File: src/rtl/ex_muldiv_seq.sv
// ex_muldiv_seq: sequential multiply/divide issue unit for the EX stage.
//
// One request is accepted at a time.
// - Multiplies use the external combinational multiplier. Its operands are
//   registered here, and the low half of the product is captured one cycle
//   after acceptance.
// - Divides and remainders run on an internal restoring divider that
//   produces one quotient bit per cycle, MSB first.
// - Results leave through a valid/ready response port.
//
// Ports:
//   clk, rst_n            clock, asynchronous active-low reset
//   req_valid, req_ready  request handshake (req_ready = unit idle)
//   op                    000 MUL, 100 DIV, 101 DIVU, 110 REM, 111 REMU,
//                         other codes complete like MUL with result 0
//   opr0, opr1            multiplicand/dividend, multiplier/divisor
//   flush                 abort current operation, drop pending response
//   mul_opr0, mul_opr1    registered operands to the multiplier
//   mul_result            multiplier product (mod 2^XLEN)
//   resp_valid, resp_ready, result   response handshake and data
module ex_muldiv_seq #(
  parameter int XLEN = 32
) (
  input  logic            clk,
  input  logic            rst_n,
  input  logic            req_valid,
  output logic            req_ready,
  input  logic [2:0]      op,
  input  logic [XLEN-1:0] opr0,
  input  logic [XLEN-1:0] opr1,
  input  logic            flush,
  output logic [XLEN-1:0] mul_opr0,
  output logic [XLEN-1:0] mul_opr1,
  input  logic [XLEN-1:0] mul_result,
  output logic            resp_valid,
  input  logic            resp_ready,
  output logic [XLEN-1:0] result
);

  typedef enum logic [1:0] {
    ST_IDLE = 2'd0,
    ST_MUL  = 2'd1,
    ST_DIV  = 2'd2,
    ST_DONE = 2'd3
  } state_t;

  state_t            state_r, state_s;
  logic [2:0]        op_r;
  logic [XLEN-1:0]   mul_opr0_r, mul_opr1_r, result_r;
  logic              resp_valid_r;
  // quo_r starts as the dividend magnitude and shifts into the quotient
  logic [XLEN-1:0]   quo_r, dvs_r, rem_r;
  logic [4:0]        cnt_r;
  logic              neg_q_r, neg_r_r, dz_r, ovf_r;

  logic [XLEN:0]     rem_shift_s, rem_diff_s;
  logic              q_bit_s;
  logic [XLEN-1:0]   rem_step_s, quo_step_s, quo_fix_s, rem_fix_s;
  logic [XLEN-1:0]   div_res_s, spec_res_s, dvd_raw_s;
  logic              acc_sgn_s;

  assign req_ready  = (state_r == ST_IDLE);
  assign resp_valid = resp_valid_r;
  assign result     = result_r;
  assign mul_opr0   = mul_opr0_r;
  assign mul_opr1   = mul_opr1_r;
  // DIV and REM (op[0]==0) are the signed divide flavours
  assign acc_sgn_s  = ~op[0];

  // One restoring-division step plus sign fix-up and special-case results
  always_comb begin
    rem_shift_s = {rem_r, quo_r[XLEN-1]};
    rem_diff_s  = rem_shift_s - {1'b0, dvs_r};
    q_bit_s     = ~rem_diff_s[XLEN];
    if (q_bit_s) begin
      rem_step_s = rem_diff_s[XLEN-1:0];
    end else begin
      rem_step_s = rem_shift_s[XLEN-1:0];
    end
    quo_step_s = {quo_r[XLEN-2:0], q_bit_s};
    quo_fix_s  = neg_q_r ? -quo_step_s : quo_step_s;
    rem_fix_s  = neg_r_r ? -rem_step_s : rem_step_s;
    div_res_s  = op_r[1] ? rem_fix_s : quo_fix_s;
    // quo_r still holds the dividend magnitude at the first DIV cycle
    dvd_raw_s  = neg_r_r ? -quo_r : quo_r;
    if (dz_r) begin
      spec_res_s = op_r[1] ? dvd_raw_s : {XLEN{1'b1}};
    end else begin
      spec_res_s = op_r[1] ? {XLEN{1'b0}} : {1'b1, {(XLEN-1){1'b0}}};
    end
  end

  // FSM state register
  always_ff @(posedge clk or negedge rst_n) begin
    if (!rst_n) begin
      state_r <= ST_IDLE;
    end else begin
      state_r <= state_s;
    end
  end

  // Next-state logic; flush overrides every other transition
  always_comb begin
    state_s = state_r;
    case (state_r)
      ST_IDLE: begin
        if (req_valid) begin
          state_s = op[2] ? ST_DIV : ST_MUL;
        end else begin
          state_s = ST_IDLE;
        end
      end
      ST_MUL: state_s = ST_DONE;
      ST_DIV: begin
        if (dz_r || ovf_r || (cnt_r == 5'd31)) begin
          state_s = ST_DONE;
        end else begin
          state_s = ST_DIV;
        end
      end
      ST_DONE: begin
        if (resp_ready) begin
          state_s = ST_IDLE;
        end else begin
          state_s = ST_DONE;
        end
      end
      default: state_s = ST_IDLE;
    endcase
    if (flush) begin
      state_s = ST_IDLE;
    end else begin
      state_s = state_s;
    end
  end

  // Operand capture, divider iteration, result and response-valid registers
  always_ff @(posedge clk or negedge rst_n) begin
    if (!rst_n) begin
      op_r         <= 3'd0;
      mul_opr0_r   <= {XLEN{1'b0}};
      mul_opr1_r   <= {XLEN{1'b0}};
      result_r     <= {XLEN{1'b0}};
      resp_valid_r <= 1'b0;
      quo_r        <= {XLEN{1'b0}};
      dvs_r        <= {XLEN{1'b0}};
      rem_r        <= {XLEN{1'b0}};
      cnt_r        <= 5'd0;
      neg_q_r      <= 1'b0;
      neg_r_r      <= 1'b0;
      dz_r         <= 1'b0;
      ovf_r        <= 1'b0;
    end else if (flush) begin
      resp_valid_r <= 1'b0;
    end else begin
      case (state_r)
        ST_IDLE: begin
          if (req_valid) begin
            op_r <= op;
            if (op[2]) begin
              quo_r   <= (acc_sgn_s && opr0[XLEN-1]) ? -opr0 : opr0;
              dvs_r   <= (acc_sgn_s && opr1[XLEN-1]) ? -opr1 : opr1;
              rem_r   <= {XLEN{1'b0}};
              cnt_r   <= 5'd0;
              neg_q_r <= acc_sgn_s && (opr0[XLEN-1] ^ opr1[XLEN-1]);
              neg_r_r <= acc_sgn_s && opr0[XLEN-1];
              dz_r    <= (opr1 == {XLEN{1'b0}});
              ovf_r   <= acc_sgn_s && (opr0 == {1'b1, {(XLEN-1){1'b0}}})
                                   && (opr1 == {XLEN{1'b1}});
            end else begin
              mul_opr0_r <= opr0;
              mul_opr1_r <= opr1;
            end
          end
        end
        ST_MUL: begin
          result_r     <= (op_r == 3'b000) ? mul_result : {XLEN{1'b0}};
          resp_valid_r <= 1'b1;
        end
        ST_DIV: begin
          if (dz_r || ovf_r) begin
            result_r     <= spec_res_s;
            resp_valid_r <= 1'b1;
          end else begin
            rem_r <= rem_step_s;
            quo_r <= quo_step_s;
            cnt_r <= cnt_r + 5'd1;
            if (cnt_r == 5'd31) begin
              result_r     <= div_res_s;
              resp_valid_r <= 1'b1;
            end
          end
        end
        ST_DONE: begin
          if (resp_ready) begin
            resp_valid_r <= 1'b0;
          end
        end
        default: resp_valid_r <= 1'b0;
      endcase
    end
  end

endmodule

File: config.mk
export PLATFORM = sky130hd
export DESIGN_NAME = ex_muldiv_seq
export DESIGN_NICKNAME = d
export VERILOG_FILES = /design/src/rtl/ex_muldiv_seq.sv
export SDC_FILE = /design/constraint.sdc
export NUM_CORES = 1
export LEC_CHECK = 0
export CORE_MARGIN = 4
export CORE_UTILIZATION = 45
export DETAILED_ROUTE_END_ITERATION = 10
export PLACE_DENSITY = 0.77
export SLEW_MARGIN = 20
export SYNTH_ARGS = -nofsm -noshare
export SYNTH_HDL_FRONTEND = slang
export SYNTH_SLANG_ARGS = --single-unit
File: constraint.sdc
create_clock -name clk -period 9.5 [get_ports clk]
set_input_delay 1.9 -clock clk [delete_from_list [all_inputs] [get_ports clk]]
set_output_delay 1.9 -clock clk [all_outputs]
set_load 0.02 [all_outputs]
==> results by stage, run 1 <==
Outcome:
- The run finished with clean final reports.

Final layout:
- The fraction of layout instances using a drive strength above 1 is 0.0852.
- The area growth from synthesis to layout is 20.1%.
- The final layout net count is 2104.
- The repair_antennas step left the layout with diodes totalling 0.

Global routing:
- The initial antenna violation count is 0.
- The first global-routing pass estimated between 70 and 80 mm of wire.
- Summed over all layers, the global routing overflow is 0.
- The via count of the first global-routing pass came to between 10000 and 15000.
- In the global route stage, overall resource usage came out at 0.266.
- The pin count of the biggest net entering global routing is 86.

Die:
- The count of pins on the block boundary is just over 200.
- In this run the standard cell core region covers 0.0334 mm2.
- The die covers ~0.037 mm2.
- The number of cell rows is 67.
- The initial utilization of the core area, before any placement, comes to 0.454.
- The die span in x is roughly 190 um.
- The die is 192 um tall.

Synthesis:
- The number of distinct standard cells referenced by the synthesized netlist is between 90 and 100.
- The number of enable-type register cells in the synthesized netlist is 0.
- The total of flip-flops plus latches after synthesis is 207.
- Of the synthesized area, sequential elements account for 0.341.
- The predominant post-synthesis flop cell is dfrtp_1.
- Measured against the total synthesized area, the mux share comes to 0.0655.
- Yosys printed 0 warnings.
- The cell accounting for the most synthesized area is dfrtp_1.
- In the synthesized netlist, the cells that appear most often are dfrtp_1, nand2_1, o21ai_0.
- A synthesized cell averages between 8 and 9 um2.
- Of the total synthesized cell area, the portion taken by XOR and XNOR cells is 0.0876.
- Ranked by total cell area, the synthesized netlist is headed by dfrtp_1, o21ai_0, mux2_2.
- The fraction of the mapped netlist area in adder cells is 0.0376.
- The compound-gate portion of the synthesized area is 0.227.
- The most numerous cell in the Yosys netlist is dfrtp_1.
- The total nets after synthesis is around 2000.
- Of the post-synthesis cell area, the dominant cell type holds 0.341.
- For this run, asynchronously set or reset flops after synthesis account for 1.00.
- By area, the combinational part of the netlist is dominated by compound AO/OA/AOI/OAI gates.
- The basic-gate share of the synthesized area counting and, or, nand and nor cells is 0.190.
- The mapped netlist covers 0.0152 mm2.
- The post-synthesis cell count is 1831.

STA:
- For this run, the top clock speed supported by timing is ~0.16 GHz.
- Setup violations remaining at the end of the flow were counted as 0.
- The post-route clock period utilization is 0.674.
- In this run the tightest slew margin relative to its limit is 0.236.
- Clock skew on the completed layout was measured at approximately 0.026 ns.
- The final critical delay including setup and external delays is ~6.4 ns.
- The worst setup slack after layout is 3.10 ns.
- The summed negative setup slack over all endpoints is 0 ns.
- Hold timing on the final database bottoms out at a slack of around 0.48 ns.
- The transition time at the pin with the least slew margin is roughly 1.1 ns.
- The count of final hold-check violations came to 0.
- Setup repair after global routing left no endpoint under its margin.
- The final count of pins violating max slew came to 0.

Clock tree:
- The number of H-tree levels is 1.
- The TritonCTS buffer count is 25.
- The root buffer cell is clkbuf_16.
- The number of buffers added for setup after CTS is 0.
- The TritonCTS clock tree is built.
- CTS saw 207 sinks.
- The clock transition at the registers of the reported paths is about 0.060 ns.
- Counting along the longest clock path gives a buffer depth of 3.
- Gates resized during post-CTS repair numbered 0.
- In this run, post-CTS hold repair placed 0 buffers.
- The source-to-sink clock delay at the later pin of the worst-skew pair is ~0.54 ns.

Worst hold path:
- In this run the worst hold path is classified as reg -> reg.

Worst setup path:
- The peak fanout along the critical path is 34.
- The critical path goes through inv_1, ha_1, fa_1, nand2b_1, a211oi_4, o211a_1, o21ai_1, a21oi_2, nor2_4, inv_2, o21ai_0, inv_1, ha_1, nand2_1, o41ai_1, mux2i_1, a21oi_1, nand4_1, o41ai_1, xnor2_1, a211oi_1, nor3_1.
- Data on the critical path arrives at its endpoint at between 6 and 7 ns.
- STA classifies the critical path startpoint as a flop.
- The kind of cell adding the most delay to the critical path is compound AO/OA/AOI/OAI gates.
- The critical path contains buffers and inverters numbering 3 combined.
- The sort of element at the end of the critical path is a flop.
- On the worst path, the slowest cell contributes a delay of ~0.6 ns.
- The worst setup path is of the reg -> reg kind.
- The slowest cell on the critical path is a21oi_2.
- The worst path required time is roughly 9.9 ns.

Routing:
- Across all layers, the routed design uses 14800 vias.
- Once detail routing completed, the nets flagged for antenna violations numbered 0.
- For this run, design rule violations remaining after detail routing come to 0.
- The initial DRC count is between 1500 and 2000.
- For this run, the detailed router's first-pass iteration total came to 6.
- The via density per instance is 6.11.
- Dividing the detail-routed wire length by the instance count gives ~21 um.
- The final layout contains routed wiring with a total length of between 50 and 60 mm.

Power:
- The power density normalized to cell area is about 300 mW/mm2.
- The worst-case IR drop observed on VDD is roughly 0.15 mV.
- The analysis attributes to cell leakage a power of roughly 7.3 nW.

Placement:
- Routability-driven placement finished with a final weighted congestion of roughly 0.94.
- Prior to clock tree synthesis, the placed netlist has a worst setup slack of approximately 3.2 ns.
- Port buffering added approximately 200 buffers.
- The half-perimeter wire length of the detailed placement result is 37.6 mm.

Job:
- The tool flagged a number of max-cap violations equal to 0.
## per-layer routing
metal  track usage  vias up  wire, um
li1              -     6854         -
met1         0.386     7120     22500
met2         0.416      713     22300
met3        0.0454       88      4510
met4        0.0622        0      1200
met5             0        -         0
## path summary, 6_finish.rpt
check	from	to	slack (ns)	cells past startpoint
setup / recovery	quo_r[31]	result[30]	3.10	22
hold / removal	dvs_r[14]	dvs_r[14]	0.48	2
setup reg to reg	quo_r[31]	result[30]	3.10	22
hold reg to reg	dvs_r[14]	dvs_r[14]	0.48	2
max in group asynchronous	rst_n	mul_opr1[9]	6.74	2
min in group asynchronous	rst_n	result[21]	1.41	1
## report_power, final
part | switching, mW | internal [mW] | total [mW]
Clock | 0.393 | 0.628 | 1.02
Sequential | 0.282 | 1.14 | 1.42
Combinational | 1.87 | 1.21 | 3.07
Total | 2.54 | 2.97 | 5.51
## through the flow
stage / util / power (mW) / cell area [um2] / std cells
after global placement: 0.519 / 4.38 / 17400 / 2376
final: 0.546 / 5.51 / 18300 / 2420
after detailed placement: 0.520 / 4.43 / 17400 / 2376
after floorplan: - / 3.43 / 15200 / 1831
after global routing: 0.546 / 5.83 / 18300 / 2420
after CTS: 0.546 / 5.47 / 18300 / 2420
## state kept, by name (all words and copies together) (netlist names)
signal and flops:
cnt_r 5, ovf_r 1, neg_q_r 1, rem_r 32, quo_r 32, state_r 2
mul_opr0 32, dvs_r 32, mul_opr1 32, resp_valid 1, neg_r_r 1, op_r 3
dz_r 1, result 32
## layout make-up
class	count	area [um2]
clock buffer	31	698
clock inverter	13	176
fill	3077	15200
inverter	65	244
multi-input combinational	1440	9260
sequential	207	5180
tap	448	561
timing repair buffer	216	2130
## cells by family (layout without fill, tap and decap cells)
group / Yosys count / in the layout
AO/OA/AOI/OAI: 548 / 548
XOR/XNOR: 152 / 152
adder cells (fa/ha/maj): 45 / 45
buffers and inverters: 184 / 325
flip-flops: 207 / 207
multiplexers: 91 / 91
AND/OR/NAND/NOR: 604 / 604
## worst reg2reg max path: stages (launching register included)
cell	delay, ns
dfrtp_1	0.37
inv_1	0.09
ha_1	0.23
fa_1	0.40
nand2b_1	0.23
a211oi_4	0.44
o211a_1	0.25
o21ai_1	0.10
a21oi_2	0.60
nor2_4	0.09
inv_2	0.48
o21ai_0	0.25
inv_1	0.12
ha_1	0.26
nand2_1	0.07
o41ai_1	0.39
mux2i_1	0.15
a21oi_1	0.58
nand4_1	0.33
o41ai_1	0.39
xnor2_1	0.10
a211oi_1	0.27
nor3_1	0.10
## cell usage in the layout, fill, tap and decap left out, types with 8 or more instances in the layout
cell,n
o211ai_1,12
o31ai_1,30
and3_1,16
nand4_1,27
o22ai_1,20
nor2_1,160
dfrtp_1,207
a21o_1,9
xnor2_1,84
inv_1,64
ha_1,43
a21boi_0,9
nor3_1,45
mux2_2,67
nor4_1,20
xor2_1,68
buf_4,15
nand2b_1,10
a31oi_1,12
and2_1,8
clkdlybuf4s50_1,200
a21oi_1,142
clkbuf_16,25
o41ai_1,16
nand3_1,31
a22oi_1,21
a211oi_1,19
a221oi_1,14
nor2b_1,9
mux2i_1,24
nand2_1,200
or4_1,15
o21ai_0,172
or3_1,15
Power figures use the tool's default switching activity.
==> run 2, diff against run 1 <==
--- a/config.mk
+++ b/config.mk
@@ -8,7 +8,7 @@
 export CORE_MARGIN = 4
 export CORE_UTILIZATION = 45
 export DETAILED_ROUTE_END_ITERATION = 10
-export PLACE_DENSITY = 0.77
+export PLACE_DENSITY = 0.8
 export SLEW_MARGIN = 20
 export SYNTH_ARGS = -nofsm -noshare
 export SYNTH_HDL_FRONTEND = slang
==> constraint.sdc (replaced) <==
create_clock -name clk -period 5.5 [get_ports clk]
set_input_delay 1.1 -clock clk [delete_from_list [all_inputs] [get_ports clk]]
set_output_delay 1.1 -clock clk [all_outputs]
set_load 0.02 [all_outputs]
==> results by stage, run 2 (synthesis gave the netlist of run 1 again) <==
Global routing:
- The global route total overflow was 0 (unchanged).
- The pin count of the biggest net entering global routing is 88 (+2.3%).
- The initial antenna violation count is 0 (unchanged).
- The first-pass GRT wire length is 79.6 mm (+0.69%).
- The combined global-route utilization of all metal layers is 0.269 (+0.00319).
- The via count of the first global-routing pass is 14400 (+1.5%).

Clock tree:
- The count of cells resized by post-cts repair is 0 (unchanged).
- The TritonCTS buffer count is 25 (unchanged).
- The TritonCTS clock tree is built.
- The number of sinks driven by the clock tree was 207 (unchanged).
- The hold buffer count at CTS is 0 (unchanged).
- The root buffer cell is clkbuf_16.
- The number of buffers added for setup after CTS came to 0 (unchanged).
- The clock transition at the registers of the reported paths came to 0.07 ns (about the same).
- The source-to-sink clock delay at the later pin of the worst-skew pair came to 0.56 ns (+0.02 ns).
- The maximum buffer depth of the clock tree came to 3 (unchanged).
- The number of H-tree levels is 1 (unchanged).

Power:
- The static power due to leakage is 7.39 nW (+0.88%).
- The maximum VDD drop is 0.284 mV (+87%).
- The power density normalized to cell area is 529 mW/mm2 (+75%).

Die:
- The starting density of the core came to 0.454 (unchanged).
- The die span in x is 192 um (unchanged).
- The core area was 0.0334 mm2 (unchanged).
- The vertical extent of the die is 192 um (unchanged).
- The floorplan die area is 0.0368 mm2 (unchanged).
- The number of cell rows came to 67 (unchanged).
- The count of pins on the block boundary came to 202 (unchanged).

Worst setup path:
- The worst path required time is 5.93 ns (-3.99 ns).
- The endpoint identified for the worst register-to-register timing path is result[22].
- The data arrival time of the critical path is 5.70 ns (-1.12 ns).
- The startpoint of the most critical register-to-register path is quo_r[31].
- The peak fanout along the critical path came to 10 (-71%).
- STA classifies the critical path startpoint as a flop.
- The sort of element at the end of the critical path is a flop.
- The depth of the most critical reg-to-reg path is 24 (+9.1%).
- The setup slack on the worst flop-to-flop path is 0.22 ns (-2.87 ns).
- The critical setup path kind is reg -> reg.

Routing:
- The routed via count is 15100 (+2.0%).
- The per-cell routed wire length is 21.0 um (+0.52%).
- The remaining number of nets flagged by the antenna check after routing is 0 (unchanged).
- The initial DRC count is 1662 (-1.4%).
- The first-pass detailed-route iteration total is 6 (unchanged).
- The via density per instance came to 6.20 (+1.5%).
- The final wirelength is 51.1 mm (+1.1%).
- The number of remaining DRC errors is 0 (unchanged).

Final layout:
- The fraction of the core area covered by cells at the end of the flow was 0.551 (+0.00554).
- The growth of design area from synthesis to finish is 21.4%.
- Leaving out fill and tap cells, the most frequent cells in the layout are dfrtp_1, nand2_1, clkdlybuf4s50_1.
- The final instance count without filler cells is 2433 (+0.54%).
- The most frequent standard cell in the layout excluding fill and tap cells is dfrtp_1.
- The final layout net count is 2115 (+0.52%).
- The total of fill cells in the finished design is 2950 (-4.1%).
- The fraction of layout instances using a drive strength above 1 was 0.0947 (+0.00952).
- The area of all placed cells without fillers came to 0.0184 mm2 (+1.0%).
- The number of antenna cells inserted is 0 (unchanged).

Placement:
- The count of input and output buffers was 201 (unchanged).
- The half-perimeter wire length of the detailed placement result is 38.1 mm (+1.4%).
- The post-place instance area is 0.0175 mm2 (+0.49%).
- The placed cell count is 2386 (+0.42%).
- The weighted congestion at the end of routability-driven global placement is 0.978 (+4.1%).

STA:
- The final count of pins violating max slew came to 0 (unchanged).
- The number of setup violations in the final report came to 0 (unchanged).
- The final critical delay including setup and external delays is 5.28 ns (-1.13 ns).
- The post-route clock period utilization is 0.959 (+0.285).
- The summed negative setup slack over all endpoints is 0 ns (unchanged).
- The count of final hold-check violations was 0 (unchanged).
- The worst hold margin is 0.477 ns (-0.00307 ns).
- The final setup skew came to 0.0295 ns (+0.00300 ns).
- The headroom to the max-slew limit was 0.274 (+0.0384).
- The timing-limited maximum frequency is 0.190 GHz (+21%).
- The transition time at the pin with the least slew margin came to 1.07 ns (-0.0713 ns).

Job:
- The count of maximum capacitance violations was 0 (unchanged).

Worst hold path:
- The type of the tightest min-delay check is reg -> reg.
- The hold path startpoint is dvs_r[19].
- For hold timing, the worst endpoint is dvs_r[19].
- The number of instances on the worst hold path came to 2 (unchanged).

Outcome:
- The run finished with clean final reports.
-- run 2: worst max path at each step --
stage | startpoint | to | slack, ns | depth (start not counted)
3_5_place_dp | quo_r[31] | result[30] | 0.24 | 23
3_3_place_gp | quo_r[31] | result[30] | 0.57 | 22
5_1_grt | quo_r[31] | result[22] | -0.01 | 23
4_1_cts | quo_r[31] | result[30] | 0.22 | 23
2_1_floorplan | quo_r[31] | result[28] | 0.21 | 25
6_report | quo_r[31] | result[22] | 0.22 | 24
-- run 2: metal layers --
metal | share of wire | wire length, um | global-route usage
met2 | 0.43 | 22000 | 0.402
met5 | 0 | 0 | 0
met1 | 0.43 | 21800 | 0.383
met4 | 0.038 | 1920 | 0.0959
met3 | 0.11 | 5390 | 0.0611
-- run 2: worst max-delay path, stage by stage, from the launching register on --
cell	delay (ns)
dfrtp_1	0.40
inv_1	0.12
ha_1	0.24
fa_1	0.42
nand2b_2	0.28
a211oi_4	0.37
o211ai_1	0.20
a21boi_1	0.34
nor3_4	0.07
nor2_4	0.12
inv_2	0.10
nand2_1	0.08
o21ai_0	0.13
inv_1	0.13
ha_2	0.24
nand2_1	0.08
o41ai_1	0.37
mux2i_1	0.17
a21oi_2	0.20
buf_4	0.18
o2111ai_1	0.14
and4_1	0.24
o31ai_1	0.26
a31o_2	0.19
o21ai_0	0.06
-- run 2: power by group --
group | switching (mW) | internal [mW]
Sequential | 0.484 | 1.96
Clock | 0.742 | 1.13
Combinational | 3.29 | 2.15
-- run 2: cell type report --
| type | instances | area (um2) | area share |
|---|---|---|---|
| Multi-Input combinational cell | 1441 | 9300 | 0.504 |
| Sequential cell | 207 | 5180 | 0.281 |
| Timing Repair Buffer | 226 | 2220 | 0.120 |
| Clock buffer | 28 | 667 | 0.0362 |
| Tap cell | 448 | 561 | 0.0304 |
| Clock inverter | 18 | 269 | 0.0146 |
| Inverter | 65 | 244 | 0.0132 |
-- run 2: stage by stage --
| stage | worst slack, ns | power [mW] |
|---|---|---|
| after floorplan | 0.211 | 5.93 |
| final | 0.224 | 9.76 |
| after global routing | -0.00960 | 10.3 |
| after CTS | 0.215 | 9.62 |
| after detailed placement | 0.243 | 7.71 |
| after global placement | 0.570 | 7.61 |
==> run 3, diff against run 2 <==
--- a/config.mk
+++ b/config.mk
@@ -5,10 +5,11 @@
 export SDC_FILE = /design/constraint.sdc
 export NUM_CORES = 1
 export LEC_CHECK = 0
+export ABC_AREA = 1
 export CORE_MARGIN = 4
 export CORE_UTILIZATION = 45
 export DETAILED_ROUTE_END_ITERATION = 10
-export PLACE_DENSITY = 0.8
+export PLACE_DENSITY = 0.77
 export SLEW_MARGIN = 20
 export SYNTH_ARGS = -nofsm -noshare
 export SYNTH_HDL_FRONTEND = slang
==> constraint.sdc (replaced) <==
create_clock -name clk -period 5 [get_ports clk]
set_input_delay 1 -clock clk [delete_from_list [all_inputs] [get_ports clk]]
set_output_delay 1 -clock clk [all_outputs]
set_load 0.02 [all_outputs]
==> results by stage, run 3 <==
Routing:
- The remaining number of nets flagged by the antenna check after routing is 0 (unchanged).
- The met1 wire length is 27.1 mm (+24%).
- The total length of routed met3 wires is 5.39 mm (about the same).
- The total length of routed met2 wires is 26.3 mm (+20%).
- The first-pass detailed-route iteration total is 6 (unchanged).
- The final wirelength was 60.6 mm (+19%).
- The via density per instance was 5.65 (-8.9%).
- The initial DRC count came to 1706 (+2.6%).
- The uppermost metal layer occupied by signal nets is met4.
- The number of remaining DRC errors is 0 (unchanged).
- The routed via count was 17300 (+15%).
- The per-cell routed wire length is 19.8 um (-5.8%).

Final layout:
- The fraction of layout instances using a drive strength above 1 was 0.0525 (-0.0422).
- The number of antenna cells inserted is 0 (unchanged).
- The final instance count without filler cells is 3066 (+26%).
- The library cells used most frequently in the layout, excluding fill and tap cells, are nand2_1, inv_1, o21ai_0.
- The library cell used most frequently in the layout, excluding fill and tap cells, is nand2_1.
- The total of fill cells in the finished design was 3394 (+15%).
- Relative to the synthesized area, the layout overhead comes to 20.7%.
- The final layout net count came to 2742 (+30%).

Global routing:
- The first-pass GRT wire length came to 95.6 mm (+20%).
- The combined global-route utilization of all metal layers is 0.308 (+0.0392).
- The initial antenna violation count came to 0 (unchanged).
- The via count of the first global-routing pass came to 16600 (+16%).
- The pin count of the biggest net entering global routing is 106 (+20%).
- The global route total overflow came to 0 (unchanged).

Synthesis:
- The sequential share of the synthesized area is 0.324 (-0.0171).
- The mean instance size in the synthesized netlist is 6.55 um2 (-21%).
- The most numerous cell in the Yosys netlist is nand2_1.
- The post-synthesis instance area is 0.0160 mm2 (+5.3%).
- After synthesis, the cell types taking the most area are dfrtp_1, nand2_1, inv_1.
- The cell accounting for the most synthesized area is dfrtp_1.
- The number of warnings printed during yosys synthesis is 0 (unchanged).
- The portion of synthesized cell area occupied by the leading cell type is 0.324 (-0.0171).
- The share of synthesized registers carrying an async set or reset was 1.00 (unchanged).
- The post-synthesis cell count is 2441 (+33%).
- Counting instances in the post-synthesis netlist gives the leading cell types as nand2_1, inv_1, o21ai_0.
- The total nets after synthesis is 2590 (+31%).
- The number of distinct standard cells referenced by the synthesized netlist came to 55 (-44%).
- The total of flip-flops plus latches after synthesis was 207 (unchanged).
- The number of enable-type register cells in the synthesized netlist is 0 (unchanged).
- The most used flip-flop cell after synthesis is dfrtp_1.

Worst setup path:
- The worst setup path is launched from a flop.
- The setup slack on the worst flop-to-flop path is 0.64 ns (+0.42 ns).
- The longest individual stage delay on the worst path is 0.39 ns (-0.03 ns).
- The peak fanout along the critical path came to 55 (+45).
- The endpoint identified for the worst register-to-register timing path is result[18].
- The critical setup path kind is reg -> reg.
- The depth of the most critical reg-to-reg path is 28 (+17%).
- The slowest cell on the critical path is fa_1.
- The cell repeated most along the worst path is nand2_1.
- The sort of element at the end of the critical path is a flop.
- The critical path starts at quo_r[31].
- The worst register-to-register path begins at quo_r[31].
- The worst path required time is 5.45 ns (-0.48 ns).
- The data arrival time of the critical path is 4.80 ns (-0.90 ns).

Worst hold path:
- The number of instances on the worst hold path is 2 (unchanged).
- The type of the tightest min-delay check is reg -> reg.
- The hold path startpoint is result[17].
- The worst hold path terminates at result[17].

Placement:
- The placement-stage worst setup slack is 0.768 ns (+0.525 ns).
- The placed cell count is 3020 (+27%).
- The count of input and output buffers is 201 (unchanged).
- The half-perimeter wire length of the detailed placement result is 47.1 mm (+24%).
- The weighted congestion at the end of routability-driven global placement is 0.965 (-1.3%).

STA:
- The timing-limited maximum frequency is 0.229 GHz (+21%).
- The final critical delay including setup and external delays was 4.36 ns (-0.918 ns).
- The number of setup violations in the final report is 0 (unchanged).
- The final setup skew is 0.0173 ns (-0.0122 ns).
- The summed negative setup slack over all endpoints is 0 ns (unchanged).
- The final count of pins violating max slew is 0 (unchanged).
- The count of final hold-check violations is 0 (unchanged).
- The post-route clock period utilization is 0.871 (-0.0878).
- The worst setup slack after layout is 0.643 ns (+0.418 ns).
- Setup repair after global routing left no endpoint under its margin.
- The worst hold margin is 0.476 ns (-0.000916 ns).
- The transition time at the pin with the least slew margin is 0.962 ns (-0.113 ns).
- The headroom to the max-slew limit is 0.355 (+0.0804).

Power:
- The static power due to leakage is 9.48 nW (+28%).
- The overall power is 9.21 mW (-5.6%).
- The power density normalized to cell area was 477 mW/mm2 (-9.8%).
- The maximum VDD drop is 0.325 mV (+14%).

Die:
- The starting density of the core was 0.460 (+0.00546).
- The count of pins on the block boundary is 202 (unchanged).
- The die span in x was 197 um (+2.5%).
- The core area is 0.0348 mm2 (+4.0%).
- The floorplan die area is 0.0386 mm2 (+5.1%).
- The number of cell rows is 68 (+1.5%).
- The vertical extent of the die is 197 um (+2.5%).

Clock tree:
- The count of cells resized by post-cts repair is 0 (unchanged).
- The maximum buffer depth of the clock tree is 3 (unchanged).
- The root buffer cell is clkbuf_16.
- The TritonCTS clock tree is built.
- The TritonCTS buffer count was 26 (+4.0%).
- The source-to-sink clock delay at the later pin of the worst-skew pair was 0.56 ns (about the same).
- The number of H-tree levels came to 1 (unchanged).
- The number of buffers added for setup after CTS is 0 (unchanged).
- The hold buffer count at CTS is 0 (unchanged).
- The clock transition at the registers of the reported paths is 0.06 ns (about the same).
- The number of sinks driven by the clock tree is 207 (unchanged).

Outcome:
- The run finished with clean final reports.

Job:
- The count of maximum capacitance violations is 0 (unchanged).
==> run 3: cell count changes in the layout (fill, tap and decap cells not counted), sizes merged, moves of 19 or more <==
| cell | previous run | this run |
|---|---|---|
| a211oi | 21 | 0 |
| a22oi | 21 | 2 |
| inv | 69 | 313 |
| mux2 | 67 | 14 |
| mux2i | 24 | 0 |
| nand2 | 200 | 729 |
| nand3 | 31 | 138 |
| nand4 | 27 | 49 |
| nor2 | 165 | 211 |
| o21ai | 178 | 246 |
| o221ai | 1 | 32 |
| o31ai | 31 | 5 |
| xnor2 | 84 | 14 |
==> run 3: stage by stage <==
step                      utilization  instance area [um2]
after floorplan                     -                16000
after global placement          0.527                18300
after detailed placement        0.527                18300
after CTS                       0.555                19300
after global routing            0.555                19300
final                           0.555                19300
==> run 3: layout make-up <==
class	instances	area [um2]	area share
sequential	207	5180	0.268
multi-input combinational	1818	9220	0.478
clock buffer	35	754	0.0391
inverter	316	1190	0.0615
tap	455	569	0.0295
clock inverter	11	205	0.0106
timing repair buffer	224	2190	0.113
==> run 3: logic make-up after synthesis <==
| kind of cell | share of synthesized area |
|---|---|
| flops | 0.324 |
| fa+ha+maj | 0.0357 |
| xor+xnor | 0.0383 |
| mux | 0.00986 |
| buf+inv | 0.101 |
| simple gates | 0.316 |
| compound gates | 0.176 |
==> run 3: critical path, delay by kind of cell (launching register included) <==
family | cells | cell delay, ns
AO/OA/AOI/OAI | 2 | 0.51
buffers and inverters | 2 | 0.18
adder cells (fa/ha/maj) | 3 | 0.91
AND/OR/NAND/NOR | 21 | 2.31
flip-flops | 1 | 0.35
==> run 3: worst max-delay path by stage <==
stage                  to  slack [ns]  cells past startpoint
3_5_place_dp   result[22]        0.77                     28
2_1_floorplan  result[28]        1.47                     32
3_3_place_gp    quo_r[30]        0.92                     14
4_1_cts        result[22]        0.68                     28
6_report       result[18]        0.64                     28
5_1_grt        result[22]        0.16                     28
==> run 3: metal layers <==
metal | vias up | global-route usage
li1 | 8300 | -
met4 | 0 | 0.0822
met3 | 115 | 0.0650
met5 | - | 0
met2 | 755 | 0.471
met1 | 8138 | 0.446
==> run 3: power breakdown <==
group          internal [mW]  switching (mW)  total [mW]
clock network           1.31           0.774        2.09
registers               2.06           0.376        2.43
logic                   1.58            3.11        4.69
